==> src/rtl/gpu_pkg.sv <==
// Shared GPU core definitions: core_state encoding seen by every per-thread unit,
// LSU/fetcher state codes and width helpers derived from the lane count.
package gpu_pkg;

  typedef enum logic [2:0] {
    CS_IDLE    = 3'b000,
    CS_FETCH   = 3'b001,
    CS_DECODE  = 3'b010,
    CS_REQUEST = 3'b011,
    CS_WAIT    = 3'b100,
    CS_EXECUTE = 3'b101,
    CS_UPDATE  = 3'b110,
    CS_DONE    = 3'b111
  } core_state_t;

  localparam logic [1:0] LSU_IDLE       = 2'b00;
  localparam logic [1:0] LSU_REQUESTING = 2'b01;
  localparam logic [1:0] LSU_WAITING    = 2'b10;
  localparam logic [1:0] LSU_DONE       = 2'b11;

  localparam logic [2:0] FETCHER_IDLE     = 3'b000;
  localparam logic [2:0] FETCHER_FETCHING = 3'b001;
  localparam logic [2:0] FETCHER_FETCHED  = 3'b010;

  // thread_count must hold the value T itself, hence one bit more than clog2
  function automatic int tc_bits(input int threads);
    return $clog2(threads) + 1;
  endfunction

  function automatic int lsu_bits(input int threads);
    return 2 * threads;
  endfunction

endpackage

==> src/rtl/core_scheduler.sv <==
// Per-core control FSM: steps every lane through FETCH..UPDATE in lockstep, owns the
// shared PC, stalls on the fetcher and on active LSUs, and flags divergence and RET.
module core_scheduler
  import gpu_pkg::*;
#(
  parameter int THREADS_PER_BLOCK     = 4,
  parameter int PROGRAM_MEM_ADDR_BITS = 8
) (
  input  logic                                               clock,
  input  logic                                               reset,
  input  logic                                               start,
  input  logic [tc_bits(THREADS_PER_BLOCK)-1:0]              thread_count,
  input  logic [2:0]                                         fetcher_state,
  input  logic [lsu_bits(THREADS_PER_BLOCK)-1:0]             lsu_state,
  input  logic                                               decoded_ret,
  input  logic [PROGRAM_MEM_ADDR_BITS*THREADS_PER_BLOCK-1:0] next_pc,
  output logic [2:0]                                         core_state,
  output logic [PROGRAM_MEM_ADDR_BITS-1:0]                   current_pc,
  output logic                                               done,
  output logic                                               diverged,
  output logic [15:0]                                        retired_count
);

  localparam int T   = THREADS_PER_BLOCK;
  localparam int PA  = PROGRAM_MEM_ADDR_BITS;
  localparam int TCW = tc_bits(THREADS_PER_BLOCK);
  localparam logic [TCW-1:0] T_MAX = TCW'(T);

  core_state_t    state_q, state_d;
  logic [PA-1:0]  pc_q, pc_d;
  logic           done_q, done_d;
  logic           div_q, div_d;
  logic [15:0]    retired_q, retired_d;

  logic [TCW-1:0] active_cnt_s;
  logic [T-1:0]   lane_active_s;
  logic [T-1:0]   lane_busy_s;
  logic [T-1:0]   lane_last_s;
  logic [T-1:0]   lane_mismatch_s;
  logic [PA-1:0]  lane_pc_s [T];
  logic [PA-1:0]  last_pc_s;

  assign active_cnt_s = (thread_count > T_MAX) ? T_MAX : thread_count;

  genvar g;
  generate
    for (g = 0; g < T; g++) begin : g_lane
      assign lane_active_s[g] = (TCW'(g) < active_cnt_s);
      assign lane_last_s[g]   = (TCW'(g + 1) == active_cnt_s);
      assign lane_pc_s[g]     = next_pc[g*PA +: PA];
      assign lane_busy_s[g]   = lane_active_s[g] &&
                                ((lsu_state[2*g +: 2] == LSU_REQUESTING) ||
                                 (lsu_state[2*g +: 2] == LSU_WAITING));
      assign lane_mismatch_s[g] = lane_active_s[g] && !lane_last_s[g] &&
                                  (lane_pc_s[g] != last_pc_s);
    end
  endgenerate

  // One-hot select of the highest active lane's next_pc
  always_comb begin
    last_pc_s = '0;
    for (int i = 0; i < T; i++) begin
      last_pc_s = last_pc_s | (lane_last_s[i] ? lane_pc_s[i] : {PA{1'b0}});
    end
  end

  always_comb begin
    state_d   = state_q;
    pc_d      = pc_q;
    done_d    = done_q;
    div_d     = div_q;
    retired_d = retired_q;
    case (state_q)
      CS_IDLE: begin
        if (start) begin
          if (active_cnt_s == TCW'(0)) begin
            state_d = CS_DONE;
            done_d  = 1'b1;
          end else begin
            state_d = CS_FETCH;
            pc_d    = '0;
          end
        end
      end
      CS_FETCH:   if (fetcher_state == FETCHER_FETCHED) state_d = CS_DECODE;
      CS_DECODE:  state_d = CS_REQUEST;
      CS_REQUEST: state_d = CS_WAIT;
      CS_WAIT:    if (!(|lane_busy_s)) state_d = CS_EXECUTE;
      CS_EXECUTE: state_d = CS_UPDATE;
      CS_UPDATE: begin
        retired_d = (retired_q == 16'hFFFF) ? retired_q : retired_q + 16'd1;
        if (decoded_ret) begin
          state_d = CS_DONE;
          done_d  = 1'b1;
        end else begin
          state_d = CS_FETCH;
          // thread_count may drop to 0 mid-kernel; there is no lane to follow then
          if (active_cnt_s != TCW'(0)) pc_d = last_pc_s;
          if (|lane_mismatch_s) div_d = 1'b1;
        end
      end
      CS_DONE: state_d = CS_DONE;
      default: state_d = CS_IDLE;
    endcase
  end

  always_ff @(posedge clock) begin
    if (reset) begin
      state_q   <= CS_IDLE;
      pc_q      <= '0;
      done_q    <= 1'b0;
      div_q     <= 1'b0;
      retired_q <= 16'd0;
    end else begin
      state_q   <= state_d;
      pc_q      <= pc_d;
      done_q    <= done_d;
      div_q     <= div_d;
      retired_q <= retired_d;
    end
  end

  assign core_state    = state_q;
  assign current_pc    = pc_q;
  assign done          = done_q;
  assign diverged      = div_q;
  assign retired_count = retired_q;

endmodule

==> config.mk <==
export PLATFORM = sky130hd
export DESIGN_NAME = core_scheduler
export DESIGN_NICKNAME = d
export VERILOG_FILES = /design/src/rtl/gpu_pkg.sv /design/src/rtl/core_scheduler.sv
export SDC_FILE = /design/constraint.sdc
export NUM_CORES = 1
export LEC_CHECK = 0
export BUFFER_PORTS_ARGS = -buffer_cell sky130_fd_sc_hd__buf_2
export CORE_MARGIN = 2
export CORE_UTILIZATION = 49
export DETAILED_ROUTE_END_ITERATION = 8
export PLACE_DENSITY_LB_ADDON = 0.3
export SKIP_LAST_GASP = 1
export SYNTH_ARGS = -nofsm -noshare
export SYNTH_HDL_FRONTEND = slang
export SYNTH_SLANG_ARGS = --single-unit
export TNS_END_PERCENT = 5
==> constraint.sdc <==
create_clock -name clock -period 2.65 [get_ports clock]
set_input_delay 0.53 -clock clock [delete_from_list [all_inputs] [get_ports clock]]
set_output_delay 0.53 -clock clock [all_outputs]
set_load 0.02 [all_outputs]
Word-level counts from Yosys, hierarchy flattened:

Cells that the tools add are included.

* word-level logic and storage cells: 100
* input bits: 50
* output and inout port bits: 29
* register bits after elaboration: 29

* mux-type cells: 20
* $lt $le $gt $ge: 5
* equal/unequal tests: 33
* reductions and logical operators: 31
* bitwise logic cells: 5
* $add $sub $neg: 1

Operator list (count)
* 8-bit 2-to-1 mux: 8
* 8-bit != test: 4
* 8-bit bitwise OR: 3
* 3-bit one-hot mux with 8 select lines: 1
* 3-bit 2-to-1 mux: 6
* 16-bit by 1-bit adder with 16-bit output, second input constant: 1
* 16-bit equality test, second input constant: 1
* 2-bit != test, second input constant: 8
* 8-bit one-hot mux with 2 select lines: 1
* 3-bit equality test, second input constant: 4
* 1-bit logical AND: 12
* 3-bit by 2-bit equality test with 1-bit output, second input constant: 3
* 2-bit by 1-bit equality test with 1-bit output, second input constant: 4
* 2-bit equality test, second input constant: 4
* 4-bit OR reduction: 2
* 2-bit by 3-bit equality test with 1-bit output, first input constant: 2
* 3-bit zero test: 2
* 1-bit by 3-bit < comparator with 1-bit output, first input constant: 2
* 2-bit by 3-bit < comparator with 1-bit output, first input constant: 2
* 3-bit AND reduction: 2
* 5-bit AND reduction: 1
* 1-bit zero test: 4
* 1-bit logical OR: 4
* 4-bit AND reduction: 1
* other kinds (10): 13

Depth between registers and ports, before layout:

Gate-level depths: netlist (run 1).

* word-level depth: 11
* gate-level depth with buffers: 8
* depth with buffers taken out: 6

Least setup slack after synthesis (run 1):

Ideal clock, no wire load.

* path kind: input port to flip-flop
* from: in thread_count[2]
* to: reg div_q, in the netlist diverged
* stages on the path: 8
* setup time: 0.130 ns
* data required time: 2.520 ns
* data arrival time: 2.034 ns
* slack: 0.486 ns
* buffers on the path: 2
* cell sequence: nand2b_1 buf_2 buf_2 o211ai_1 nand2_1 or4_4 a2111oi_4 o211ai_1

* longest elaborated chain between the ends: 11
* elaborated cells between the ends (all ways): 35
* classes of those cells: order compare: 5; eq/ne: 8; mux: 5; bitwise: 3; reduce/logical: 14

RTL lines
* start: declaration: line core_scheduler.sv:12 `input logic [tc_bits(THREADS_PER_BLOCK)-1:0] thread_count,`
* 3-bit > comparator: line core_scheduler.sv:43 `assign active_cnt_s = (thread_count > T_MAX) ? T_MAX : thread_count;`
* 3-bit 2-to-1 mux *: line core_scheduler.sv:43
* 1-bit by 3-bit equality test with 1-bit output / 2-bit by 3-bit equality test with 1-bit output (equally long branches): line core_scheduler.sv:49 `assign lane_last_s[g] = (TCW'(g + 1) == active_cnt_s);`
* 8-bit 2-to-1 mux: line core_scheduler.sv:63 `last_pc_s = last_pc_s | (lane_last_s[i] ? lane_pc_s[i] : {PA{1'b0}});`
* 8-bit bitwise OR (3 in series): line core_scheduler.sv:63
* 8-bit != test: line core_scheduler.sv:55 `(lane_pc_s[g] != last_pc_s);`
* 1-bit logical AND: line core_scheduler.sv:54 `assign lane_mismatch_s[g] = lane_active_s[g] && !lane_last_s[g] &&`
* 4-bit OR reduction *: line core_scheduler.sv:99 `if (|lane_mismatch_s) div_d = 1'b1;`
* 3-bit AND reduction (no line) *
* end signal: assignment: line core_scheduler.sv:118 `div_q <= div_d;`
* end: declaration: line core_scheduler.sv:32 `logic div_q, div_d;`

Mark *: on every way between the ends. The rest lies on a longest branch, timed or not.
A chain may end at the register's enable or synchronous reset.

Worst setup path in the final report (run 1):

* from: in thread_count[0]
* to: reg div_q, in the netlist diverged

The elaborated chain is that of the path after synthesis.

==> results.md, run 1 <==
- DP Worst Slack: 72.9 ps
- Final period util: 88.0%
- Syn Inst Count: 260
- Initial DRT Pass Iterations: 4
- CP Capture Type: flip-flop
- H-tree depth reported by CTS: 2
- Post-CTS sizing: 0
- DRC viols: 0
- Power, Total: 1.20 mW
- HP Class: reg2reg
- Synthesis-stage register bit count: 29
- Crit start category: input port
- Routed WL: 5.14 mm
- Status: complete, no violations
- Power per cell area: 473 mW/mm²
- Slew @ Worst Pin: 743 ps
- Clock Tree Buf Depth: 2
- Max transition margin: around 50%
- Tmin final: 2330 ps
- Crit path DAT: approximately 2500 ps
- Ys async rst share: 0%
- Worst-path clk slew: 60 ps
- Placed instance count: around 380
- Net Count, Synth: between 300 and 400
- CTS Hold Bufs: 0
- Global-route wire length before repair: 8.01 mm
- Max-Cap Viols: 0
- F_max: 429 MHz
- Detail Route Antenna Nets: 0
- Die height: 68.8 µm
- Clk_skew: 4.31 ps
- Initial antenna violation count: 0
- Post-Layout Cell Count: 383
- Netlist Area Pre-Place: 0.00206 mm²
- Die X: 68.8 µm
- Slew Viols, Final: 0
- Post-CTS Setup Inserts: 0
- Post-DP HPWL: roughly 4.0 mm
- CTS tree: built
- CP max FO: 16
- Yosys warnings: 0
- Via count: between 2,000 and 2,500
- Initial drt markers: 55
- Setup TNS: 0 ps
- Clock Sink Count: 29
- Share of the yosys chip area belonging to registers: 28.2%
- Root Buffer: clkbuf_8
- Post-Place Cell Area: 0.00246 mm²
- Avg WL per Cell: 13.4 µm
- Ys flop type: dfxtp_1
- # IOs: 79
- GRT overflow: 0
- Maximum VDD drop: roughly 0.00023 V
- Worst-Skew Late Latency: 280 ps
- Area contributors post-synth: dfxtp_1 (28%), xnor2_1 (9.4%), o211ai_1 (6.6%)
- Kind of critical path: in2reg
- Number of global-route vias before repair: between 1,500 and 2,000
- Area leader, netlist: dfxtp_1
- Routability cong.: a little under 0.9
- Core Region: between 0.004 and 0.005 mm²
- Die area: roughly 0.0047 mm²
- Worst EP required: 2810 ps
- Row count: 23
- Layout cells sized above 1: 26.7%
- Final WS setup: between 300 and 400 ps
- Vias/cell: 5.62
- Library cells used by synthesis: 42
- Unrepaired setup endpoints after global routing: no
- Antenna Cells: 0
- Starting Density: between 50% and 60%
- Leakage: around 1.1 nW
- Final nets: 384
- Syn_area_per_cell: 7.92 µm²
- Port Buf Inserts: 78
- Total GRT Usage: 22.2%
- Area grow syn2layout: 23.8%
- Inserted Clock Buffers: 5
- Final non-filler cell area: 0.00255 mm²
- Post-synth EDFFs: 0
- Largest net degree at the start of global routing: 30
- Fin. Hold Viols: 0
- # setup viols final: 0
- Yosys top cell area share: between 20% and 30%
==> Yosys cell counts, types with 2 or more instances <==
cell / number
nor3_1: 3
a221oi_1: 2
nand4bb_1: 8
buf_2: 3
o21a_1: 2
o21ai_1: 4
nand3_1: 14
xnor2_1: 22
inv_1: 11
nor2_1: 23
a21oi_1: 13
nand4_1: 11
o211ai_1: 18
and3_1: 2
dfxtp_1: 29
a31oi_1: 3
and4_1: 3
xor2_1: 12
clkbuf_1: 10
nand2_1: 29
o22ai_1: 9
mux2i_1: 9
==> where the power goes <==
group | internal [mW] | switching, mW
Sequential | 0.456 | 0.0400
Clock | 0.205 | 0.152
Combinational | 0.150 | 0.201
==> layout by cell type (no fill, tap or decap), types with 2 or more instances in the layout <==
cell and n:
o21a_1 2, o21ai_1 4, buf_4 3, a31oi_1 3, nand3_1 14, nand4_1 11
buf_2 78, and3_1 2, xnor2_1 22, a221oi_1 2, clkbuf_8 6, o211ai_1 18
o22ai_1 9, a21oi_1 13, xor2_1 12, nand4bb_1 8, nor2_1 23, nor3_1 3
nand2_1 29, inv_1 11, mux2i_1 9, dfxtp_1 29, and4_1 3
==> metrics by stage <==
step                util [%]  hold WS (ps)
floorplan                  -           530
global placement        61.1           439
detailed placement      61.1           443
CTS                     63.2           451
global route            63.2           481
finish                  63.2           449
==> cell type report <==
class | count | area (µm²)
flip-flops and latches | 29 | 581
inverters | 11 | 41.3
fillers | 373 | 1480
repair buffers | 81 | 413
well taps | 50 | 62.6
multi-input cells | 205 | 1360
clock buffers | 7 | 86.3
==> cell families (layout without fill, tap and decap cells) <==
logic type	after synthesis	in the layout	share of synthesized area, %
buffers and inverters	26	99	5.53
multiplexers	9	9	4.38
flip-flops	29	29	28.2
adder cells (fa/ha/maj)	1	1	0.608
XOR/XNOR	34	34	14.5
AND/OR/NAND/NOR	101	101	26.2
AO/OA/AOI/OAI	60	60	20.6
==> worst max-delay path, stage by stage <==
cell and delay [ps]:
buf_2 200, nand2b_1 340, o211ai_1 290, nand2_1 80
or4_4 560, a2111oi_4 370, o211ai_1 110
==> registers in the layout, indices dropped and copies added (netlist names) <==
| name | cells |
|---|---|
| core_state | 3 |
| current_pc | 8 |
| diverged | 1 |
| done | 1 |
| retired_count | 16 |
==> metal layers <==
metal	up-vias	part of all wire [%]	GRT usage [%]
li1	1100	-	-
met1	974	48	28.1
met2	67	45	36.8
met3	10	5.2	5.03
met4	0	1.7	8.33
met5	-	0	0
==> final timing paths <==
kind                    from                end  slack [ps]  cells past startpoint
min reg2reg    current_pc[1]      current_pc[1]         450                      2
min            current_pc[1]      current_pc[1]         450                      2
max reg2reg    core_state[1]  retired_count[11]         600                      6
max          thread_count[0]           diverged         320                      7
Note: power is estimated with default switching activity, not from simulation.
==> run 2: changes to the inputs <==
--- a/config.mk
+++ b/config.mk
@@ -6,10 +6,9 @@
 export NUM_CORES = 1
 export LEC_CHECK = 0
 export BUFFER_PORTS_ARGS = -buffer_cell sky130_fd_sc_hd__buf_2
-export CORE_MARGIN = 2
 export CORE_UTILIZATION = 49
 export DETAILED_ROUTE_END_ITERATION = 8
-export PLACE_DENSITY_LB_ADDON = 0.3
+export PLACE_DENSITY = 0.8
 export SKIP_LAST_GASP = 1
 export SYNTH_ARGS = -nofsm -noshare
 export SYNTH_HDL_FRONTEND = slang
==> run 2 against run 1 <==
  * Count of clock-buffer cells in the layout shrank 1
  * Critical path type unchanged
  * Largest power group unchanged
  * Wire length shrank 1.6%
  * Final area up 1.6%
  * Register-to-register slack worse by 90 ps
==> results.md, run 2 (same netlist as run 1, synthesis figures left out) <==
- Avg WL per Cell: around 13 µm
- Worst-Skew Late Latency: 270 ps
- Post-DP HPWL: between 3 and 4 mm
- Initial antenna violation count: 0
- Most frequent cells in the layout: buf_2 (78), nand2_1 (29), dfxtp_1 (29)
- Reg-to-Reg End: retired_count[11]
- Detail Route Antenna Nets: 0
- Die X: 66.8 µm
- Status: complete, no violations
- Maximum VDD drop: 0.000306 V
- Inserted Clock Buffers: 5
- Area grow syn2layout: 25.8%
- Slew @ Worst Pin: 521 ps
- CP cell instances: buf_2, nand2b_1, o211ai_1, nand2_1, or4_4, a2111oi_4, o211ai_1
- Routed WL: between 5 and 6 mm
- Kind of critical path: in2reg
- Port Buf Inserts: 78
- # IOs: just under 80
- Tmin final: 2290 ps
- Initial DRT Pass Iterations: 4
- Hold Path End: current_pc[5]
- Area of the multi-input gates: 0.00136 mm²
- Most used cell, CP: o211ai_1
- CP max FO: 16
- Reg2Reg Setup Slack: 510 ps
- Number of global-route vias before repair: 1,904
- Largest net degree at the start of global routing: 30
- H-tree depth reported by CTS: 2
- Die area: 0.00446 mm²
- DRC viols: 0
- CTS Hold Bufs: 0
- Global-route wire length before repair: 8.40 mm
- GRT overflow: 0
- Antenna Cells: 0
- Cell count of the worst reg-to-reg path: 6
- Crit start category: input port
- FF/Latch Area: 581 µm²
- Die height: 66.8 µm
- Leakage: roughly 1.1 nW
- Slowest CP cell: or4_4
- Util after Layout: 64.3%
- Hold path startpoint: current_pc[5]
- Row count: 23
- Max transition margin: 65.2%
- Max-Cap Viols: 0
- Initial drt markers: 74
- Vias/cell: 5.57
- HP Class: reg2reg
- Root Buffer: clkbuf_8
- F_max: 436 MHz
- Clock Tree Buf Depth: 2
- Clk_skew: about 3.9 ps
- Worst EP required: 2800 ps
- Core Region: between 0.004 and 0.005 mm²
- Post-CTS sizing: 0
- Hold Path Stages: 2
- Crit path DAT: between 2000 and 2500 ps
- CTS tree: built
- Via count: 2,145
- Power per cell area: 511 mW/mm²
- CP Capture Type: flip-flop
- Unrepaired setup endpoints after global routing: no
- Most common cell after layout, fill and taps aside: buf_2
- Final period util: 86.5%
- Max reg flops: 16
- # setup viols final: 0
- Slew Viols, Final: 0
- Slowest stage delay, CP: roughly 550 ps
- Routability cong.: ~0.85
- Reg2reg start: core_state[1]
- Post-CTS Setup Inserts: 0
- Setup TNS: 0 ps
- Starting Density: 51.1%
- FILL cells: between 300 and 400
- Worst-path clk slew: about 60 ps
- Total GRT Usage: between 20% and 30%
- Final nets: 385
- Clock Sink Count: 29
- Fin. Hold Viols: 0
- Layout cells sized above 1: 27.5%
## run 2: cell count changes in the layout (fill, tap and decap cells not counted), sizes merged
cell / before / now
clkinvlp: 0 / 1
bufinv: 0 / 1
clkbuf: 7 / 6
buf: 81 / 82
## run 2: cell type report
cell class                      instances  share of cell area [%]
Timing Repair Buffer                   82                    16.2
Inverter                               11                    1.59
Clock buffer                            6                    3.19
Sequential cell                        29                    22.4
Multi-Input combinational cell        205                    52.7
Tap cell                               50                    2.42
Clock inverter                          2                    1.45
## run 2: worst max path at each step
stage                           to  depth (start not counted)       startpoint
after global routing      diverged                          7  thread_count[0]
after floorplan           diverged                          8  thread_count[2]
after global placement    diverged                          7  thread_count[0]
final                     diverged                          7  thread_count[0]
after detailed placement  diverged                          7  thread_count[0]
after CTS                 diverged                          7  thread_count[0]
## run 2: per-layer routing
metal / vias to the layer above / wire [µm] / track usage (%)
li1: 1103 / - / -
met1: 969 / 2400 / 31.4
met2: 67 / 2340 / 39.9
met3: 6 / 256 / 6.16
met4: 0 / 65 / 6.65
met5: - / 0 / 0
## run 2: critical path, delay by kind of cell
family | cells | cell delay, ps
simple gates | 3 | 950
buf+inv | 1 | 200
compound gates | 3 | 760
## run 2: power breakdown
| group | internal (mW) | switching [mW] | leakage [nW] |
|---|---|---|---|
| clock | 0.305 | 0.165 | 0.0574 |
| sequential | 0.455 | 0.0398 | 0.234 |
| combinational | 0.156 | 0.203 | 0.807 |
## run 2: per-stage QoR
| step | cells | cell area [µm²] | power (mW) | hold WS, ps | setup WS [ps] |
|---|---|---|---|---|---|
| floorplan | 260 | 2060 | 0.748 | 530 | 486 |
| global placement | 377 | 2470 | 0.855 | 440 | 141 |
| detailed placement | 377 | 2470 | 0.860 | 442 | 80.7 |
| CTS | 385 | 2590 | 1.34 | 451 | 377 |
| global route | 385 | 2590 | 1.41 | 476 | 240 |
| finish | 385 | 2590 | 1.32 | 451 | 359 |
